File: config.mk
export PLATFORM = sky130hd
export DESIGN_NAME = note_scheduler_flat
export DESIGN_NICKNAME = d
export VERILOG_FILES = /design/src/rtl/synth_pkg.sv /design/src/rtl/note_scheduler_if.sv /design/src/rtl/note_fifo.sv /design/src/rtl/note_scheduler.sv /design/src/flat_wrapper.sv
export SDC_FILE = /design/constraint.sdc
export NUM_CORES = 1
export LEC_CHECK = 0
export BUFFER_PORTS_ARGS = -buffer_cell sky130_fd_sc_hd__buf_2
export CAP_MARGIN = 40
export CORE_ASPECT_RATIO = 0.75
export CORE_UTILIZATION = 40
export CTS_BUF_LIST = sky130_fd_sc_hd__clkbuf_2 sky130_fd_sc_hd__clkbuf_4 sky130_fd_sc_hd__clkbuf_8
export CTS_CLUSTER_DIAMETER = 80
export DETAILED_ROUTE_END_ITERATION = 10
export SETUP_SLACK_MARGIN = 0.4
export SYNTH_ARGS = -nofsm -noshare
export SYNTH_HDL_FRONTEND = slang
export SYNTH_SLANG_ARGS = --single-unit
export TNS_END_PERCENT = 20
File: constraint.sdc
create_clock -name clk -period 2.1 [get_ports clk]
set_clock_uncertainty 0.05 [all_clocks]
set_input_delay 0.21 -clock clk [delete_from_list [all_inputs] [get_ports clk]]
set_output_delay 0.21 -clock clk [all_outputs]
set_load 0.01 [all_outputs]
File: src/rtl/synth_pkg.sv
// Shared types for the synth voice control path:
// scheduler states and the queued note event.
package synth_pkg;

    localparam int EV_FCCW_W   = 30;
    localparam int ARM_TIMEOUT = 8;

    typedef enum logic [2:0] {
        S_IDLE,
        S_TRIGGER,
        S_ARM,
        S_PLAYING,
        S_RELEASE
    } sched_state_t;

    typedef struct packed {
        logic                 note_on;
        logic [EV_FCCW_W-1:0] fccw;
    } note_ev_t;

endpackage

File: src/rtl/note_scheduler_if.sv
// Note-event valid/ready channel into the scheduler.
interface note_scheduler_if #(
    parameter int PHASE_ACC_WIDTH = 30
);
    logic                       ev_valid;
    logic                       ev_ready;
    logic                       ev_note_on;
    logic [PHASE_ACC_WIDTH-1:0] ev_fccw;

    modport master (
        output ev_valid,
        output ev_note_on,
        output ev_fccw,
        input  ev_ready
    );

    modport slave (
        input  ev_valid,
        input  ev_note_on,
        input  ev_fccw,
        output ev_ready
    );
endinterface

File: src/rtl/note_fifo.sv
// Small circular queue with a registered head word.
module note_fifo #(
    parameter int WIDTH = 8,
    parameter int DEPTH = 4
) (
    input  logic                     clk,
    input  logic                     reset,
    input  logic                     push,
    input  logic [WIDTH-1:0]         push_data,
    input  logic                     pop,
    output logic [WIDTH-1:0]         head,
    output logic                     full,
    output logic                     empty,
    output logic [$clog2(DEPTH):0]   level
);
    localparam int AW = $clog2(DEPTH);
    localparam int LW = AW + 1;

    logic [WIDTH-1:0] mem [DEPTH];
    logic [AW-1:0]    wr_ptr;
    logic [AW-1:0]    rd_ptr;
    logic [AW-1:0]    rd_nxt;
    logic             do_push;
    logic             do_pop;

    assign full    = level == LW'(DEPTH);
    assign empty   = level == '0;
    assign do_push = push && !full;
    assign do_pop  = pop && !empty;
    assign rd_nxt  = rd_ptr + AW'(1);

    always_ff @(posedge clk) begin
        if (!reset) begin
            wr_ptr <= '0;
            rd_ptr <= '0;
            level  <= '0;
            head   <= '0;
        end else begin
            if (do_push) wr_ptr <= wr_ptr + AW'(1);
            if (do_pop) rd_ptr <= rd_nxt;
            if (do_push && !do_pop) level <= level + LW'(1);
            else if (!do_push && do_pop) level <= level - LW'(1);
            // Head tracks the oldest entry; a write into an empty queue lands here directly.
            if (do_pop) head <= (level == LW'(1)) ? push_data : mem[rd_nxt];
            else if (empty) head <= push_data;
        end
    end

    always_ff @(posedge clk) begin
        if (do_push) mem[wr_ptr] <= push_data;
    end

endmodule

File: src/rtl/note_scheduler.sv
// Queues note events and sequences oscillator pitch and ADSR start
// for self-timed and gate-held (real-time) envelopes.
module note_scheduler
    import synth_pkg::*;
#(
    parameter int PHASE_ACC_WIDTH = 30,
    parameter int FIFO_DEPTH      = 4
) (
    input  logic                         clk,
    input  logic                         reset,
    note_scheduler_if.slave              ev,
    input  logic                         rt_mode,
    input  logic                         adsr_idle,
    output logic [PHASE_ACC_WIDTH-1:0]   osc_fccw,
    output logic                         adsr_start,
    output logic                         busy,
    output logic [$clog2(FIFO_DEPTH):0]  fifo_level,
    output logic [7:0]                   drop_cnt
);
    sched_state_t               state, state_n;
    note_ev_t                   push_ev, head_ev;
    logic                       full, empty, pop;
    logic                       head_on, head_off;
    logic                       rt_q, rt_q_n;
    logic                       start_n;
    logic [PHASE_ACC_WIDTH-1:0] fccw_n;
    logic [PHASE_ACC_WIDTH-1:0] head_fccw;
    logic [7:0]                 drop_n;
    logic [2:0]                 arm_cnt, arm_cnt_n;

    assign ev.ev_ready     = reset && !full;
    assign push_ev.note_on = ev.ev_note_on;
    assign push_ev.fccw    = EV_FCCW_W'(ev.ev_fccw);

    note_fifo #(
        .WIDTH ($bits(note_ev_t)),
        .DEPTH (FIFO_DEPTH)
    ) u_fifo (
        .clk       (clk),
        .reset     (reset),
        .push      (ev.ev_valid && ev.ev_ready),
        .push_data (push_ev),
        .pop       (pop),
        .head      (head_ev),
        .full      (full),
        .empty     (empty),
        .level     (fifo_level)
    );

    assign head_on   = !empty && head_ev.note_on;
    assign head_off  = !empty && !head_ev.note_on;
    assign head_fccw = PHASE_ACC_WIDTH'(head_ev.fccw);
    assign busy      = state != S_IDLE;

    always_comb begin
        state_n   = state;
        pop       = 1'b0;
        fccw_n    = osc_fccw;
        rt_q_n    = rt_q;
        start_n   = adsr_start;
        drop_n    = drop_cnt;
        arm_cnt_n = arm_cnt;
        unique case (state)
            S_IDLE: begin
                start_n = 1'b0;
                if (head_on) begin
                    pop     = 1'b1;
                    fccw_n  = head_fccw;
                    rt_q_n  = rt_mode;
                    state_n = S_TRIGGER;
                end else if (head_off) begin
                    pop = 1'b1;
                    if (drop_cnt != 8'hFF) drop_n = drop_cnt + 8'd1;
                end
            end
            S_TRIGGER: begin
                start_n   = 1'b1;
                arm_cnt_n = '0;
                state_n   = S_ARM;
            end
            S_ARM: begin
                // Self-timed envelopes only need a single-cycle start strobe.
                if (!rt_q) start_n = 1'b0;
                if (!adsr_idle) begin
                    state_n = S_PLAYING;
                end else if (arm_cnt == 3'(ARM_TIMEOUT - 1)) begin
                    state_n = S_IDLE;
                    start_n = 1'b0;
                end else begin
                    arm_cnt_n = arm_cnt + 3'd1;
                end
            end
            S_PLAYING: begin
                if (!rt_q) begin
                    if (adsr_idle) state_n = S_IDLE;
                end else if (head_on) begin
                    pop    = 1'b1;
                    fccw_n = head_fccw;
                end else if (head_off) begin
                    pop     = 1'b1;
                    start_n = 1'b0;
                    state_n = S_RELEASE;
                end
            end
            S_RELEASE: begin
                if (head_on) begin
                    pop     = 1'b1;
                    fccw_n  = head_fccw;
                    rt_q_n  = rt_mode;
                    state_n = S_TRIGGER;
                end else if (adsr_idle) begin
                    state_n = S_IDLE;
                end
            end
            default: state_n = S_IDLE;
        endcase
    end

    always_ff @(posedge clk) begin
        if (!reset) begin
            state      <= S_IDLE;
            osc_fccw   <= '0;
            rt_q       <= 1'b0;
            adsr_start <= 1'b0;
            drop_cnt   <= '0;
            arm_cnt    <= '0;
        end else begin
            state      <= state_n;
            osc_fccw   <= fccw_n;
            rt_q       <= rt_q_n;
            adsr_start <= start_n;
            drop_cnt   <= drop_n;
            arm_cnt    <= arm_cnt_n;
        end
    end

endmodule

File: src/flat_wrapper.sv
// flat-port wrapper written by rule: the top's interface ports become plain ports
module note_scheduler_flat import synth_pkg::*;
#(
    parameter int PHASE_ACC_WIDTH = 30,
    parameter int FIFO_DEPTH      = 4
)
  (clk, reset, rt_mode, adsr_idle, osc_fccw, adsr_start, busy, fifo_level, drop_cnt, ev_ev_valid, ev_ev_note_on, ev_ev_fccw, ev_ev_ready);
  note_scheduler_if #(.PHASE_ACC_WIDTH(PHASE_ACC_WIDTH)) ev_i ();
  input  logic clk;
  input  logic reset;
  input  logic rt_mode;
  input  logic adsr_idle;
  output logic [PHASE_ACC_WIDTH-1:0] osc_fccw;
  output logic adsr_start;
  output logic busy;
  output logic [$clog2(FIFO_DEPTH):0] fifo_level;
  output logic [7:0] drop_cnt;
  input wire logic [$bits(ev_i.ev_valid)-1:0] ev_ev_valid;
  input wire logic [$bits(ev_i.ev_note_on)-1:0] ev_ev_note_on;
  input wire logic [$bits(ev_i.ev_fccw)-1:0] ev_ev_fccw;
  output wire logic [$bits(ev_i.ev_ready)-1:0] ev_ev_ready;
  assign ev_i.ev_valid = ev_ev_valid;
  assign ev_i.ev_note_on = ev_ev_note_on;
  assign ev_i.ev_fccw = ev_ev_fccw;
  assign ev_ev_ready = ev_i.ev_ready;
  note_scheduler #(.PHASE_ACC_WIDTH(PHASE_ACC_WIDTH), .FIFO_DEPTH(FIFO_DEPTH)) u_core (.clk(clk), .reset(reset), .ev(ev_i), .rt_mode(rt_mode), .adsr_idle(adsr_idle), .osc_fccw(osc_fccw), .adsr_start(adsr_start), .busy(busy), .fifo_level(fifo_level), .drop_cnt(drop_cnt));
endmodule
==> results.yml <==
setup_path:
  crit_path_end: "u_core.u_fifo.head[7]$_SDFFE_PN0P_"
  end_kind: "register"
  start_kind: "register"
  worst-path-max-fanout: 6
  crit_family: "compound AO/OA/AOI/OAI gates"
  r2r_start: "u_core.state[1]$_SDFFE_PN0P_"
  r2r_end: "u_core.u_fifo.head[7]$_SDFFE_PN0P_"
  cp_slowest_cell: "dfxtp_4"
  cpMostUsedCell: "buf_6"
  path_depth: 9
  cp.required_ns: 2.45
  slowest_delay_ns: 0.37
  r2r_setup_slack_ns: 0.25
  r2r_cells: 9
  path_buf_inv: 4
  startpoint: "u_core.state[1]$_SDFFE_PN0P_"
  path_class: "reg2reg"
  arrival_ns: 2.20
  path_cells: "buf_6 > nor3_4 > a211o_4 > buf_6 > nand3_4 > buf_12 > clkbuf_16 > nor2b_1 > a221o_1"
clock_network:
  cts.sinks: 208
  cts_buffers: 34
  clkTransAtPathRegs_ns: 0.06
  clock_path_buffers: 3
  cts_tree: "done"
  cts-root-buf: "clkbuf_8"
  h-tree-depth: 2
  clkLatencyLatePin_ns: 0.51
die:
  num_rows: 44
  start_util_pct: 41.5
  die_h_um: 126
  die_area_um2: 21000
  die_width_um: 167
  io_pins: 80
  core_area_um2: 19700
global_route:
  grt_overflow: 0
  grt_pass1_wl_mm: 29.5
  grt_max_degree: 43
  first_global_vias: 5291
  grt_use_total_pct: 18.2
  antenna_found_initial: 1
cells_and_area:
  nNetsFinal: 778
  fin_util_pct: 53.9
  n_fill_cell: 1608
  drive_above_1_share_pct: 35.7
  area_growth_pct: 30.0
detailed_routing:
  dr.pass1.iters: 4
  detail_route.wl_per_cell_um: 18.6
  drtIter0Drc: 317
  drt-total-wl_mm: 18.8
  ant_nets: 0
  drc: 0
  avgViaCountPerCell: 5.21
  dr_total_vias: 5250
pwr:
  power_density_nw_per_um2: 1180
  power.leakage_nw: 3.94
  peakVddDrop_uv: 597
placed_design:
  io_buffer_count: 79
  place_hpwl_mm: 10.9
  gp_congestion: 0.733
synth:
  synth.avg_cell_area_um2: 14.4
  synth_area_um2: 8150
  synthFlopType: "edfxtp_1"
  ys_async_sr_fraction_pct: 0
  yosysUniqueCellTypes: 47
  synthCells: 565
  ys_seq_area_share_pct: 66.3
  synth.net_count: 613
  synth_edf_count: 124
  ys_ff_latch: 208
  yosysWarnings: 0
timing:
  relSlewSlack_pct: 71.4
  fmax_mhz: 541
  setup_tns_ns: 0
  post-route-period-util_pct: 88.1
  setup_viol: 0
  maxSlewViolCount: 0
  hold_viol: 0
  period_needed_ns: 1.85
  rsz0062_at_grt: "true"
  worstMarginPinSlew_ns: 0.429
run_status:
  run_status: "completed"
worst_hold_path:
  hp-class: "in2reg"
  worstHoldPathCells: 3
run:
  cap_violations: 0
## repair_timing
| action | CTS | global route |
|---|---|---|
| gates resized for setup | 30 | 25 |
| cloned | 3 | 1 |
| pin swaps | 5 | 5 |
| hold buffers | 33 | 0 |
| hold endpoints to repair | 156 | 0 |
| endpoints found under the setup margin | 152 | 146 |
| buffers inserted | 17 | 4 |
## area by class of cell
type	instances	area (um^2)	share of cell area, %
sequential	208	5420	51.2
multi-input combinational	317	2810	26.5
timing repair buffer	163	1360	12.9
clock buffer	48	598	5.65
tap	253	317	2.99
clock inverter	12	62.6	0.591
inverter	6	22.5	0.213
antenna	1	2.50	0.0236
## metal layers
metal  vias up  track usage, %  part of all wire [%]
met4         0            6.21                   1.7
met1      2651            25.1                    48
li1       2455               -                     -
met3        31            3.43                   4.2
met2       113            28.9                    46
met5         -               0                     0
## metrics by stage
stage / setup slack, ns / instance area (um^2) / hold slack [ns] / power [mW] / std cells
finish: 0.251 / 10600 / 0.151 / 12.5 / 1008
global route: 0.205 / 10600 / 0.138 / 13.1 / 1008
CTS: 0.282 / 10400 / 0.125 / 12.4 / 1002
detailed placement: 0.111 / 9080 / 0.395 / 8.27 / 889
global placement: 0.131 / 9080 / 0.389 / 8.19 / 889
floorplan: 0.219 / 8200 / 0.259 / 7.23 / 565
## flip-flops by register name, summed over array words and instances (netlist names)
signal and flops:
u_core.u_fifo.mem 124, u_core.u_fifo.rd_ptr 2, u_core.osc_fccw 30, u_core.adsr_start 1
u_core.state 3, u_core.rt_q 1, u_core.u_fifo.head 31, u_core.arm_cnt 3
u_core.u_fifo.wr_ptr 2, u_core.u_fifo.level 3, u_core.drop_cnt 8
## where the power goes
group | total, mW | switching [mW] | internal [mW]
registers | 5.13 | 0.285 | 4.85
logic | 3.98 | 1.94 | 2.04
clock network | 3.39 | 1.55 | 1.85
## placed cells by master (no fill, tap or decap), types with 12 or more instances in the layout
cell type and instances:
buf_12 12, dlygate4sd3_1 33, a21boi_0 15, and2_1 12
edfxtp_1 124, buf_4 31, a21boi_1 22, dfxtp_1 76
mux4_2 31, a221o_1 30, clkbuf_8 38, buf_2 78
nor2b_1 24, nand2_1 70
## Yosys cell counts (2+ instances only)
cell | instances | area share [%]
a21boi_0 | 18 | 1.7
a21boi_1 | 20 | 1.8
a21oi_1 | 5 | 0.31
a221o_1 | 30 | 3.7
a31oi_1 | 2 | 0.15
and2_1 | 13 | 1.0
and3_1 | 5 | 0.38
and4_1 | 2 | 0.21
buf_2 | 7 | 0.43
clkbuf_1 | 24 | 1.1
dfxtp_1 | 84 | 21
edfxtp_1 | 124 | 46
ha_1 | 12 | 1.8
inv_1 | 5 | 0.23
mux2i_1 | 3 | 0.37
mux4_2 | 31 | 8.6
nand2_1 | 72 | 3.3
nand2b_1 | 2 | 0.15
nand3_1 | 10 | 0.61
nor2_1 | 14 | 0.64
nor2b_1 | 36 | 2.8
nor3_1 | 3 | 0.18
nor4_2 | 2 | 0.31
o21ai_0 | 8 | 0.49
or3_1 | 2 | 0.15
xnor2_1 | 4 | 0.43
xor2_1 | 7 | 0.75
## cells by family after synthesis
kind of cell / Yosys count / synth area share (%)
flip-flops: 208 / 66.3
adder cells (fa/ha/maj): 12 / 1.84
XOR/XNOR: 11 / 1.18
buffers and inverters: 40 / 2.09
AO/OA/AOI/OAI: 94 / 9.29
AND/OR/NAND/NOR: 166 / 10.3
multiplexers: 34 / 8.93
## worst min path at each step
stage                                          start                                 to  slack (ns)
floorplan                              ev_ev_fccw[0]  u_core.u_fifo.mem[0][0]$_DFFE_PP_        0.26
CTS                                            reset   u_core.osc_fccw[14]$_SDFFE_PN0P_        0.12
global placement    u_core.osc_fccw[13]$_SDFFE_PN0P_   u_core.osc_fccw[13]$_SDFFE_PN0P_        0.39
detailed placement  u_core.osc_fccw[11]$_SDFFE_PN0P_   u_core.osc_fccw[11]$_SDFFE_PN0P_        0.39
finish                                         reset   u_core.osc_fccw[10]$_SDFFE_PN0P_        0.15
global route                                   reset   u_core.osc_fccw[14]$_SDFFE_PN0P_        0.14
## worst reg2reg max path, delay by kind of cell (launching register included)
| family | cells | cell delay (ns) |
|---|---|---|
| simple gates | 3 | 0.23 |
| flops | 1 | 0.37 |
| compound gates | 2 | 0.58 |
| buf+inv | 4 | 0.52 |
Power figures use the tool's default switching activity.
